### src/rtl/sobol_pkg.sv
// sobol_pkg: shared definitions for the 2-D Sobol point generator.
//   - default widths for the fraction and the sample index
//   - sobol_dir(dim, k, width): direction number Vd[k], MSB-aligned in a
//     'width'-bit fraction and returned in a 64-bit container
//   - state_t: generator FSM states
package sobol_pkg;

    localparam int SOBOL_DIMS       = 2;
    localparam int SOBOL_FRAC_BITS  = 32;
    localparam int SOBOL_INDEX_BITS = 32;

    typedef enum logic [1:0] {
        IDLE = 2'd0,
        SEEK = 2'd1,
        RUN  = 2'd2
    } state_t;

    // Dimension 0 is the van der Corput sequence (one bit per k).
    // Dimension 1 uses primitive polynomial x+1: V[k] = V[k-1] ^ (V[k-1] >> 1).
    // Bits only move towards the LSB, so nothing escapes above 'width'.
    function automatic logic [63:0] sobol_dir(input int dim, input int k, input int width);
        logic [63:0] v;
        v = 64'd1 << (width - 1);
        if (dim == 0) begin
            v = v >> k;
        end else begin
            for (int i = 1; i < 64; i++) begin
                if (i <= k) begin
                    v = v ^ (v >> 1);
                end
            end
        end
        return v;
    endfunction

endpackage

### src/rtl/sobol_ctz.sv
// sobol_ctz: combinational count-trailing-zeros.
//   value    in  WIDTH   operand
//   ctz      out CW      index of the lowest set bit (0 when value is zero)
//   all_zero out 1       value == 0; the generator uses it to spot index wrap
module sobol_ctz #(
    parameter int WIDTH = 32,
    parameter int CW    = $clog2(WIDTH)
) (
    input  logic [WIDTH-1:0] value,
    output logic [CW-1:0]    ctz,
    output logic             all_zero
);

    // Scan from the MSB down so the last hit is the lowest set bit.
    always_comb begin
        ctz = '0;
        for (int i = WIDTH - 1; i >= 0; i--) begin
            if (value[i]) begin
                ctz = CW'(i);
            end
        end
    end

    assign all_zero = (value == '0);

endmodule

### src/rtl/axis_sobol_generator.sv
// axis_sobol_generator: AXI4-Stream source of 2-D Sobol points in Gray-code
// order. A start pulse seeks to start_index, then count points are streamed.
//   m00_axis_aclk / m00_axis_areset : clock, synchronous active-high reset
//   start, start_index, count       : burst request (sampled together in IDLE)
//   busy, done                      : burst in progress / one-cycle end pulse
//   m00_axis_t{valid,ready,last,data,strb} : stream, tdata = {dim1, dim0}
//   sample_index                    : Sobol index of the point on tdata
// Optional feature: define SOBOL_SKIP_ZERO_EN to never emit index 0
// (a start_index of 0 becomes 1, and index wrap lands on 1 instead of 0).
module axis_sobol_generator
    import sobol_pkg::*;
#(
    parameter int DIMS                   = SOBOL_DIMS,
    parameter int FRAC_BITS              = SOBOL_FRAC_BITS,
    parameter int INDEX_BITS             = SOBOL_INDEX_BITS,
    parameter int C_M00_AXIS_TDATA_WIDTH = DIMS * FRAC_BITS
) (
    input  logic                                m00_axis_aclk,
    input  logic                                m00_axis_areset,
    input  logic                                start,
    input  logic [INDEX_BITS-1:0]               start_index,
    input  logic [INDEX_BITS-1:0]               count,
    output logic                                busy,
    output logic                                done,
    input  logic                                m00_axis_tready,
    output logic                                m00_axis_tvalid,
    output logic                                m00_axis_tlast,
    output logic [C_M00_AXIS_TDATA_WIDTH-1:0]   m00_axis_tdata,
    output logic [C_M00_AXIS_TDATA_WIDTH/8-1:0] m00_axis_tstrb,
    output logic [INDEX_BITS-1:0]               sample_index
);

    localparam int            KW     = $clog2(INDEX_BITS);
    localparam logic [KW-1:0] K_LAST = KW'(INDEX_BITS - 1);

    // Direction number tables, one entry per index bit.
    logic [FRAC_BITS-1:0] dir0 [INDEX_BITS];
    logic [FRAC_BITS-1:0] dir1 [INDEX_BITS];

    generate
        for (genvar gi = 0; gi < INDEX_BITS; gi++) begin : g_dir
            localparam logic [63:0] D0 = sobol_dir(0, gi, FRAC_BITS);
            localparam logic [63:0] D1 = sobol_dir(1, gi, FRAC_BITS);
            assign dir0[gi] = D0[FRAC_BITS-1:0];
            assign dir1[gi] = D1[FRAC_BITS-1:0];
        end
    endgenerate

    state_t                 state_reg, state_next;
    logic                   gray_pending_reg;
    logic [KW-1:0]          k_reg;
    logic [INDEX_BITS-1:0]  gray_reg;
    logic [INDEX_BITS-1:0]  idx_reg;
    logic [INDEX_BITS-1:0]  remaining_reg;
    logic [FRAC_BITS-1:0]   acc0_reg, acc1_reg;
    logic                   done_reg;

    logic [INDEX_BITS-1:0]  idx_plus1;
    logic [KW-1:0]          flip_bit;
    logic                   idx_wrap;
    logic                   handshake;

    assign idx_plus1 = idx_reg + INDEX_BITS'(1);

    // Gray-code order: stepping n -> n+1 flips Gray bit ctz(n+1).
    sobol_ctz #(
        .WIDTH (INDEX_BITS),
        .CW    (KW)
    ) u_ctz (
        .value    (idx_plus1),
        .ctz      (flip_bit),
        .all_zero (idx_wrap)
    );

    // The accumulators double as the AXIS data register: they only change on
    // a handshake while in RUN, so tdata is stable under back-pressure.
    assign m00_axis_tdata = {acc1_reg, acc0_reg};
    assign m00_axis_tstrb = '1;
    assign sample_index   = idx_reg;
    assign done           = done_reg;
    assign handshake      = m00_axis_tvalid && m00_axis_tready;

    always_comb begin
        state_next      = state_reg;
        busy            = 1'b0;
        m00_axis_tvalid = 1'b0;
        m00_axis_tlast  = 1'b0;
        case (state_reg)
            IDLE: begin
                if (start && (count != '0)) begin
                    state_next = SEEK;
                end
            end
            SEEK: begin
                busy = 1'b1;
                if (!gray_pending_reg && (k_reg == K_LAST)) begin
                    state_next = RUN;
                end
            end
            RUN: begin
                busy            = 1'b1;
                m00_axis_tvalid = 1'b1;
                m00_axis_tlast  = (remaining_reg == INDEX_BITS'(1));
                if (m00_axis_tready && (remaining_reg == INDEX_BITS'(1))) begin
                    state_next = IDLE;
                end
            end
            default: state_next = IDLE;
        endcase
    end

    always_ff @(posedge m00_axis_aclk) begin
        if (m00_axis_areset) begin
            state_reg        <= IDLE;
            gray_pending_reg <= 1'b0;
            k_reg            <= '0;
            gray_reg         <= '0;
            idx_reg          <= '0;
            remaining_reg    <= '0;
            acc0_reg         <= '0;
            acc1_reg         <= '0;
            done_reg         <= 1'b0;
        end else begin
            state_reg <= state_next;
            done_reg  <= 1'b0;
            case (state_reg)
                IDLE: begin
                    if (start) begin
                        if (count == '0) begin
                            done_reg <= 1'b1;
                        end else begin
`ifdef SOBOL_SKIP_ZERO_EN
                            idx_reg <= (start_index == '0) ? INDEX_BITS'(1) : start_index;
`else
                            idx_reg <= start_index;
`endif
                            remaining_reg    <= count;
                            acc0_reg         <= '0;
                            acc1_reg         <= '0;
                            gray_pending_reg <= 1'b1;
                            k_reg            <= '0;
                        end
                    end
                end
                SEEK: begin
                    // First SEEK cycle registers the Gray code of the latched
                    // index; the following INDEX_BITS cycles fold in one
                    // direction number per set Gray bit.
                    if (gray_pending_reg) begin
                        gray_reg         <= idx_reg ^ (idx_reg >> 1);
                        gray_pending_reg <= 1'b0;
                    end else begin
                        if (gray_reg[k_reg]) begin
                            acc0_reg <= acc0_reg ^ dir0[k_reg];
                            acc1_reg <= acc1_reg ^ dir1[k_reg];
                        end
                        k_reg <= k_reg + KW'(1);
                    end
                end
                RUN: begin
                    if (handshake) begin
                        if (remaining_reg == INDEX_BITS'(1)) begin
                            done_reg <= 1'b1;
                        end else begin
                            remaining_reg <= remaining_reg - INDEX_BITS'(1);
                            if (idx_wrap) begin
`ifdef SOBOL_SKIP_ZERO_EN
                                idx_reg  <= INDEX_BITS'(1);
                                acc0_reg <= dir0[0];
                                acc1_reg <= dir1[0];
`else
                                idx_reg  <= '0;
                                acc0_reg <= '0;
                                acc1_reg <= '0;
`endif
                            end else begin
                                idx_reg  <= idx_plus1;
                                acc0_reg <= acc0_reg ^ dir0[flip_bit];
                                acc1_reg <= acc1_reg ^ dir1[flip_bit];
                            end
                        end
                    end
                end
                default: ;
            endcase
        end
    end

endmodule

### config.mk
export PLATFORM = sky130hd
export DESIGN_NAME = axis_sobol_generator
export DESIGN_NICKNAME = d
export VERILOG_FILES = /design/src/rtl/sobol_pkg.sv /design/src/rtl/sobol_ctz.sv /design/src/rtl/axis_sobol_generator.sv
export SDC_FILE = /design/constraint.sdc
export NUM_CORES = 1
export LEC_CHECK = 0
export ABC_CLOCK_PERIOD_IN_PS = 4100
export BUFFER_PORTS_ARGS = -buffer_cell sky130_fd_sc_hd__buf_2
export CORE_MARGIN = 3
export CORE_UTILIZATION = 30
export CTS_CLUSTER_SIZE = 16
export DETAILED_ROUTE_END_ITERATION = 16
export PLACE_DENSITY = 0.53
export SYNTH_ARGS = -nofsm -noshare
export SYNTH_HDL_FRONTEND = slang
export SYNTH_SLANG_ARGS = --single-unit
### constraint.sdc
create_clock -name m00_axis_aclk -period 4.1 [get_ports m00_axis_aclk]
set_input_delay 0.82 -clock m00_axis_aclk [delete_from_list [all_inputs] [get_ports m00_axis_aclk]]
set_output_delay 0.82 -clock m00_axis_aclk [all_outputs]
set_load 0.02 [all_outputs]
; ---- Word level (Yosys, flattened, before mapping)
; Memory sizes are Yosys's and may differ from the RTL's.
; Index checks and enable logic that the tools add are counted.
[op_classes]
add_sub_neg = 3
order_cmp = 3
n_eq_ne = 13
n_mux = 86
bitwise = 7
reduce_logical = 19
[op_table]
columns = cell, n
row1 = $mux 32, 29
row2 = $pmux 32 s3, 2
row3 = $mux 5, 35
row4 = $pmux 32 s2, 2
row5 = $xor 32x32->32, 4
row6 = $logic_not 32->1, 2
row7 = $add 32x1->32 const B, 1
row8 = $eq 32x1->1 const B, 1
row9 = $reduce_bool 32->1, 1
row10 = $sub 32x1->32 const B, 1
row11 = $xor 32x31->32, 1
row12 = $ne 2x2->1 const B, 9
row13 = $ge 6x6->1 const B, 2
row14 = $not 5->6, 2
row15 = $mux 1, 10
row16 = $pmux 5 s2, 1
row17 = $reduce_and 7->1, 1
row18 = $lt 5x6->1 const B, 1
row19 = $mux 2, 3
row20 = $pmux 2 s3, 1
row21 = $reduce_and 3->1, 2
row22 = $add 5x1->5 const B, 1
row23 = $bmux 1 s5, 1
row24 = $eq 5x5->1 const B, 1
row25 = other kinds (12), 17
[word_totals]
ff_bits = 169
romBits = 4096
in_bits = 68
wordCells = 144
memories = 4
[memory_table]
columns = name, words, width, rd, rd_ports_with_merged_regs, wr, line_no
row1 = (no name shown), 32, 32, 1, 0, 0, axis_sobol_generator.sv:179  ; acc1_reg <= acc1_reg ^ dir1[flip_bit];
row2 = (no name shown), 32, 32, 1, 0, 0, axis_sobol_generator.sv:178  ; acc0_reg <= acc0_reg ^ dir0[flip_bit];
row3 = (no name shown), 32, 32, 1, 0, 0, axis_sobol_generator.sv:155  ; acc1_reg <= acc1_reg ^ dir1[k_reg];
row4 = (no name shown), 32, 32, 1, 0, 0, axis_sobol_generator.sv:154  ; acc0_reg <= acc0_reg ^ dir0[k_reg];

; ---- Depth between registers and ports, before layout
; Gate-level depths: netlist of run 1.
[depth]
depth_word = 42
depth_mapped = 15
mapped_depth_nobuf = 12

; ---- Modules after synthesis
; A second synthesis of run 1 with hierarchy kept.
[unflattened]
cells_unflattened = 1501
area_unflattened_um2 = 11875.1
[by_module_without_submodules]
columns = module, instances, cells_per_inst, area_each_um2, seq_area_each_um2
row1 = axis_sobol_generator, 1, 1436, 11489.8, 3383.2
row2 = sobol_ctz, 1, 65, 385.4, 0.0

; ---- Least setup slack after synthesis of run 1
; OpenSTA, ideal clock, no wires.
[synth_timing]
kind = register to register
from = register idx_reg[8], in the netlist sample_index[8]
to = register acc0_reg[15]
arrival_time_ps = 3383
path_slack_ps = 577
path_stages_with_launch = 13
n_path_buf = 1
cell_sequence = dfxtp_1 -> ha_1 -> nand3_1 -> o31a_1 -> nor4b_2 -> nand2_1 -> nor4_1 -> a21o_1 -> nor2_2 -> or3_1 -> buf_2 -> o311ai_1 -> o221ai_1
[synth_via]
elab_chain_cells = 42
elab_cells_between_ends = 43
[synth_rtl]
columns = item, line_no
row1 = "start, declared", axis_sobol_generator.sv:53  ; logic [INDEX_BITS-1:0] idx_reg;
row2 = "start signal, assigned", axis_sobol_generator.sv:135  ; idx_reg <= start_index;
row3 = "start signal, assigned", axis_sobol_generator.sv:177  ; idx_reg <= idx_plus1;
row4 = $add 32x1->32 (*), axis_sobol_generator.sv:63  ; assign idx_plus1 = idx_reg + INDEX_BITS'(1);
row5 = $mux 5 (32 in series), sobol_ctz.sv:18  ; if (value[i]) begin
row6 = $not 5->6 (implied by the code), axis_sobol_generator.sv:178
row7 = $mem_v2 32x32, -
row8 = $mux 32 (implied by the code) (2 in series), axis_sobol_generator.sv:178
row9 = $xor 32x32->32, axis_sobol_generator.sv:178
row10 = $mux 32 (*), axis_sobol_generator.sv:166  ; if (idx_wrap) begin
row11 = $mux 32 (*), axis_sobol_generator.sv:162  ; if (remaining_reg == INDEX_BITS'(1)) begin
row12 = $mux 32 (*), axis_sobol_generator.sv:161  ; if (handshake) begin
row13 = $pmux 32 s3 (*), axis_sobol_generator.sv:126  ; case (state_reg)
row14 = "end signal, assigned", axis_sobol_generator.sv:154
row15 = "end signal, assigned", axis_sobol_generator.sv:178
row16 = "end, declared", axis_sobol_generator.sv:55  ; logic [FRAC_BITS-1:0] acc0_reg, acc1_reg;
; Every way passes the cells marked *; elsewhere a longest branch is shown, timed or not. The select of a mux whose other input is x is not followed.
; A chain may end at the register's enable or synchronous reset.

; ---- Final worst setup path of run 1
[layout_timing]
from = register idx_reg[1], in the netlist sample_index[1]
to = register acc1_reg[0]
[layout_via]
elab_chain_cells = 42
elab_cells_between_ends = 43
[layout_rtl]
columns = item, line_no
row1 = $add 32x1->32 (*), axis_sobol_generator.sv:63
row2 = $mux 5 (32 in series), sobol_ctz.sv:18
row3 = $not 5->6 (implied by the code), axis_sobol_generator.sv:179
row4 = $mem_v2 32x32, -
row5 = $mux 32 (implied by the code) (2 in series), axis_sobol_generator.sv:179
row6 = $xor 32x32->32, axis_sobol_generator.sv:179
row7 = $mux 32 (*), axis_sobol_generator.sv:166
row8 = $mux 32 (*), axis_sobol_generator.sv:162
row9 = $mux 32 (*), axis_sobol_generator.sv:161
row10 = $pmux 32 s3 (*), axis_sobol_generator.sv:126
row11 = "end signal, assigned", axis_sobol_generator.sv:155
row12 = "end signal, assigned", axis_sobol_generator.sv:179
row13 = "end, declared", axis_sobol_generator.sv:55
; Marks and branches as above.

==> reports/metrics.cfg, run 1 <==
[route]
viasPerCell=5.78
wl_per_cell_um=21.3
ant_nets=0
drc_errors=0
vias=13100
wirelength_um=48300
drt_pass1_iterations=5
first_iter_violations=1121

[yosys]
yosysMostFrequentCell=nand2_1
yosys.area.top_type=dfxtp_1
yosysWarnings=0
syn_area_um2=11900
async_reset_ff_share_pct=0
synthFlopType=dfxtp_1
netlist_instances=1568
yosys_register_bits=169
yosys.area.top_type_share_pct=28.3
synth_commonest_cells=189 x nand2_1, 169 x dfxtp_1, 141 x nor2_1
synth_edf_count=0
ys_seq_area_share_pct=28.3
synth_cell_types=94
yosys-top-cells-area=dfxtp_1 28%, nand2_1 5.9%, a21oi_1 5.4%
syn_avg_cell_area_um2=7.61

[clock_network]
numCtsBuffers=17
insertion_delay_ns=0.47
cts_tree=done
clk_pin_slew_ns=0.07
cts_buffer_depth=2
cts.sinks=169
cts_hold_buf=0
h-tree-depth=4
cts_root_buf=clkbuf_16

[die]
core_area_um2=39000
rows=72
fp.dieArea_um2=42200
die_w_um=205
ios=176
dieHeight_um=205
initial_core_util_pct=30.6

[layout]
area_growth_pct=19.9
drive_above_1_share_pct=20.6
multiInputGateArea_um2=7990
layout.nets=1845
final_util_pct=36.7
design_area_um2=14300
seqCellArea_um2=3390
fillers=4152

[sta]
worst_slack_ns=0.110
finalCritPeriodShare_pct=97.3
rsz0062_at_grt=true
hold_viol_final=0
slew_violations=0
slew_headroom_pct=30.3
clock_skew_ns=0.0214
min_period_ns=3.99
fmax_ghz=0.251
setup_viol=0
final.setup.tns_ns=0
tightest_slew_ns=1.04

[setup_path]
crit_required_ns=4.40
critPathMaxFanout=9
cp.arrival_ns=4.29
worstSetupEndpointType=flip-flop
start_kind=flip-flop
path_class=flip-flop to flip-flop

[placed_design]
postPlaceCellArea_um2=13600
io_buffers=167
gp_congestion=0.966
place_ws_ns=-0.0285
hpwl_um=35800

[global_routing]
grtUsageTotal_pct=22.5
antenna_found_initial=2
grt_pass1_wl_um=73500
grt_pass1_vias=12400
grt_overflow=0
grt_start_max_net_pins=83

[power_and_ir_drop]
power.density_nw_per_um2=629
leakagePower_nw=5.31
total_power_w=0.00900
irDropWorstVdd_mv=0.494

[run]
maxCapViolations=0

[run_status]
run_status=finished, final reports clean

[min_path]
hold_class=flip-flop to flip-flop

## cells by family (layout without fill, tap and decap cells)
family                   after synthesis  in the layout  synth area share, %
multiplexers                          21             21                 2.40
flip-flops                           169            169                 28.3
AO/OA/AOI/OAI                        498            498                 28.2
XOR/XNOR                              81             81                 5.94
adder cells (fa/ha/maj)               43             43                 4.51
AND/OR/NAND/NOR                      598            598                 25.0
buffers and inverters                157            329                 5.63
other                                  1             10               0.0314
## power breakdown
group          switching [W]  total, W  internal (W)
sequential          0.000388   0.00234       0.00196
combinational        0.00332   0.00502       0.00170
clock               0.000777   0.00163      0.000857
total                0.00449   0.00900       0.00451
## final timing paths
check / startpoint / to / slack, ns / cells after the start
max: sample_index[1] / acc1_reg[0] / 0.11 / 13
min: gray_reg[1] / gray_reg[1] / 0.45 / 2
max reg2reg: sample_index[1] / acc1_reg[0] / 0.11 / 13
min reg2reg: gray_reg[1] / gray_reg[1] / 0.45 / 2
## metal layers
| metal | vias to the layer above | track usage, % | share of wire (%) |
|---|---|---|---|
| li1 | 6147 | - | - |
| met1 | 6294 | 29.5 | 43 |
| met2 | 567 | 36.2 | 46 |
| met3 | 99 | 4.65 | 7.8 |
| met4 | 0 | 8.64 | 3.5 |
| met5 | - | 0 | 0 |
## final cells by class
| class | count | area share, % |
|---|---|---|
| inverters | 32 | 0.840 |
| flip-flops and latches | 169 | 23.7 |
| multi-input cells | 1249 | 55.9 |
| clock inverters | 13 | 0.848 |
| well taps | 518 | 4.53 |
| repair buffers | 265 | 11.1 |
| diodes | 2 | 0.0350 |
| clock buffers | 19 | 3.10 |
## critical path, stage by stage, from the launching register on
cell and delay [ns]:
dfxtp_1 0.42, ha_1 0.30, nand2_2 0.18, buf_4 0.22, nor3_1 0.36, xnor2_1 0.23
a2111oi_1 0.16, buf_4 0.16, o31a_1 0.34, a211oi_1 0.73, and2_1 0.31, nand3_1 0.16
xor2_1 0.18, o22ai_1 0.09
## through the flow
step / std cells / hold slack, ns
floorplan: 1575 / 0.433
global placement: 2229 / 0.442
detailed placement: 2229 / 0.447
CTS: 2262 / 0.456
global route: 2267 / 0.477
finish: 2267 / 0.455
## cells in the final DEF (no fill, tap or decap), types with 32 or more instances in the layout
cell      Yosys  layout
a211oi_1     38      37
a21oi_1     128     128
buf_2        24     166
buf_4        14      98
dfxtp_1     169     165
ha_1         43      40
nand2_1     189     189
nand3_1      59      59
nor2_1      141     140
nor3_1       38      36
o21ai_0      91      90
o22ai_1      34      34
xnor2_1      48      48
xor2_1       33      32
## what timing repair did
action / 4_1_cts / 5_1_grt
pin swaps: 1 / 3
setup buffers: 1 / 3
resized for setup: 0 / 17
endpoints found under the setup margin: 2 / 53
Note: power is estimated with default switching activity, not from simulation.
==> inputs of run 2 (changes only) <==
- ABC_AREA: unset -> 1
==> run 2 against run 1 <==
  * Via count rose by 1.4%
  * Sequential share of layout area decreased by 0.52 points
  * Total power down 0.70%
  * Sequential power rose by 3%
  * Routed wire length shrank 8.4%
  * Die area down 1.8%
  * First-iteration DRC count is 30% lower
  * Combinational power fell by 4%
  * Clock-buffer cell count is 2 lower
  * Critical endpoint is now acc1_reg[8]
  * Largest power group unchanged
==> reports/metrics.cfg, run 2 <==
[run_status]
run_status=finished, final reports clean

[placed_design]
gp_congestion=0.860  ; -11%
io_buffers=167  ; unchanged
hpwl_um=31200  ; -13%
place_ws_ns=0.0369  ; +0.0654 ns

[sta]
slew_violations=0  ; unchanged
whs_ns=0.486  ; +0.0312 ns
rsz0062_at_grt=true
slew_headroom_pct=16.1  ; -14 points
hold_viol_final=0  ; unchanged
final.setup.tns_ns=0  ; unchanged
setup_viol=0  ; unchanged
finalCritPeriodShare_pct=95.8  ; -1.5 points
worst_slack_ns=0.171  ; +0.0614 ns
clock_skew_ns=0.00950  ; -0.0119 ns
min_period_ns=3.93  ; -0.0614 ns
tightest_slew_ns=1.26  ; +0.217 ns
fmax_ghz=0.255  ; +1.6%

[die]
core_area_um2=38000  ; -2.5%
initial_core_util_pct=30.8  ; +0.20 points
ios=176  ; unchanged
fp.dieArea_um2=41400  ; -1.8%
rows=71  ; -1.4%
dieHeight_um=204  ; -0.93%
die_w_um=204  ; -0.93%

[route]
drt_pass1_iterations=5  ; unchanged
ant_nets=0  ; unchanged
wirelength_um=44300  ; -8.4%
wl_per_cell_um=17.0  ; -20%
first_iter_violations=782  ; -30%
vias=13300  ; +1.4%
drc_errors=0  ; unchanged
viasPerCell=5.10  ; -12%

[layout]
final_util_pct=39.4  ; +2.7 points
seqCellArea_um2=3470  ; +2.4%
fillers=4136  ; -0.39%
area_growth_pct=27.9
layout.nets=2194  ; +19%
multiInputGateArea_um2=7780  ; -2.6%
final_common_cell=nand2_1
most-common-layout-cells=437 x nand2_1, 192 x a21oi_1, 182 x nor2_1
drive_above_1_share_pct=21.6  ; +0.96 points
diodes=0  ; -2

[setup_path]
start_kind=flip-flop
slowest_stage=dfxtp_4
crit_required_ns=4.47  ; +0.07 ns
path_class=flip-flop to flip-flop
cpPeakStageDelay_ns=0.40  ; -0.33 ns
critPathMaxFanout=6  ; -3
path_buf_inv=2  ; unchanged
worstSetupEndpointType=flip-flop
r2r-start=sample_index[3]
critPathLaunch=sample_index[3]
cpLargestDelayFamily=simple AND/OR/NAND/NOR gates
cp.arrival_ns=4.30  ; about the same
cpMostUsedCell=nand2_1

[yosys]
netlist_instances=1878  ; +20%
ys_seq_area_share_pct=28.9  ; +0.55 points
syn_avg_cell_area_um2=6.23  ; -18%
async_reset_ff_share_pct=0  ; unchanged
yosys.area.top_type=dfxtp_1
yosysWarnings=0  ; unchanged
yosys_register_bits=169  ; unchanged
yosysMostFrequentCell=nand2_1
synth_cell_types=46  ; -51%
yosys.area.top_type_share_pct=28.9  ; +0.55 points
synth_edf_count=0  ; unchanged
synth_commonest_cells=455 x nand2_1, 200 x nor2_1, 194 x a21oi_1
yosys-top-cells-area=dfxtp_1 29%, nand2_1 15%, a21oi_1 8.3%
synthFlopType=dfxtp_1
syn_area_um2=11700  ; -1.9%

[min_path]
min_from=acc1_reg[1]
hold_class=flip-flop to flip-flop

[global_routing]
grt_pass1_wl_um=68800  ; -6.3%
grtUsageTotal_pct=20.6  ; -1.8 points
antenna_found_initial=1  ; -1
grt_pass1_vias=12600  ; +1.7%
grt_start_max_net_pins=94  ; +13%
grt_overflow=0  ; unchanged

[clock_network]
cts_root_buf=clkbuf_16
insertion_delay_ns=0.45  ; -0.02 ns
cts.sinks=169  ; unchanged
numCtsBuffers=17  ; unchanged
cts_tree=done
h-tree-depth=4  ; unchanged
clk_pin_slew_ns=0.08  ; about the same
cts_buffer_depth=2  ; unchanged

[run]
maxCapViolations=0  ; unchanged

[power_and_ir_drop]
power.density_nw_per_um2=597  ; -5.2%
irDropWorstVdd_mv=0.436  ; -12%
total_power_w=0.00894  ; -0.70%
leakagePower_nw=6.15  ; +16%

[run 2: layer usage]
layer	share of wire [%]	vias to the layer above	wire length, um	track usage [%]
li1	-	6607	-	-
met1	44	6172	19700	27.8
met2	46	438	20400	33.6
met3	7.0	69	3100	3.69
met4	2.4	2	1080	6.39
met5	0.029	-	13	0
[run 2: final timing paths]
path / to / cells past startpoint / slack (ns)
hold / removal: acc1_reg[1] / 2 / 0.49
hold reg to reg: acc1_reg[1] / 2 / 0.49
setup / recovery: acc1_reg[8] / 42 / 0.17
setup reg to reg: acc1_reg[8] / 42 / 0.17
[run 2: cell type report]
type                            instances  area share [%]
Tap cell                              511            4.27
Inverter                              179            4.52
Clock inverter                         15            1.12
Clock buffer                           17            2.84
Sequential cell                       169            23.2
Multi-Input combinational cell       1429            51.9
Timing Repair Buffer                  287            12.1
[run 2: logic make-up after synthesis]
group | share of synthesized area (%)
AOI/OAI and AO/OA | 21.4
buffers and inverters | 9.53
and+or+nand+nor | 30.0
other | 0.0320
DFF | 28.9
adders and majority gates | 4.60
xor gates and xnor gates | 5.54
[run 2: metrics by stage]
| step | instance area, um^2 | cells |
|---|---|---|
| floorplan | 11700 | 1885 |
| global placement | 13500 | 2551 |
| detailed placement | 13500 | 2551 |
| CTS | 14100 | 2583 |
| global route | 15000 | 2607 |
| finish | 15000 | 2607 |
[run 2: repair_timing]
item | 4_1_cts | 5_1_grt
endpoints found under the setup margin | 4 | 56
buffers inserted | 0 | 23
pin swaps | 0 | 48
hold buffers | 0 | 0
gates cloned | 0 | 1
gates resized for setup | 2 | 186
[run 2: power breakdown]
group          switching [W]  internal (W)
Clock               0.000790      0.000908
Sequential          0.000367       0.00203
Combinational        0.00321       0.00164
[run 2: worst reg2reg max path, delay by kind of cell (launching register included)]
kind / cells / cell delay, ns
simple gates: 35 / 2.33
compound gates: 3 / 0.48
flops: 1 / 0.40
buf+inv: 2 / 0.31
fa+ha+maj: 1 / 0.17
xor+xnor: 1 / 0.15
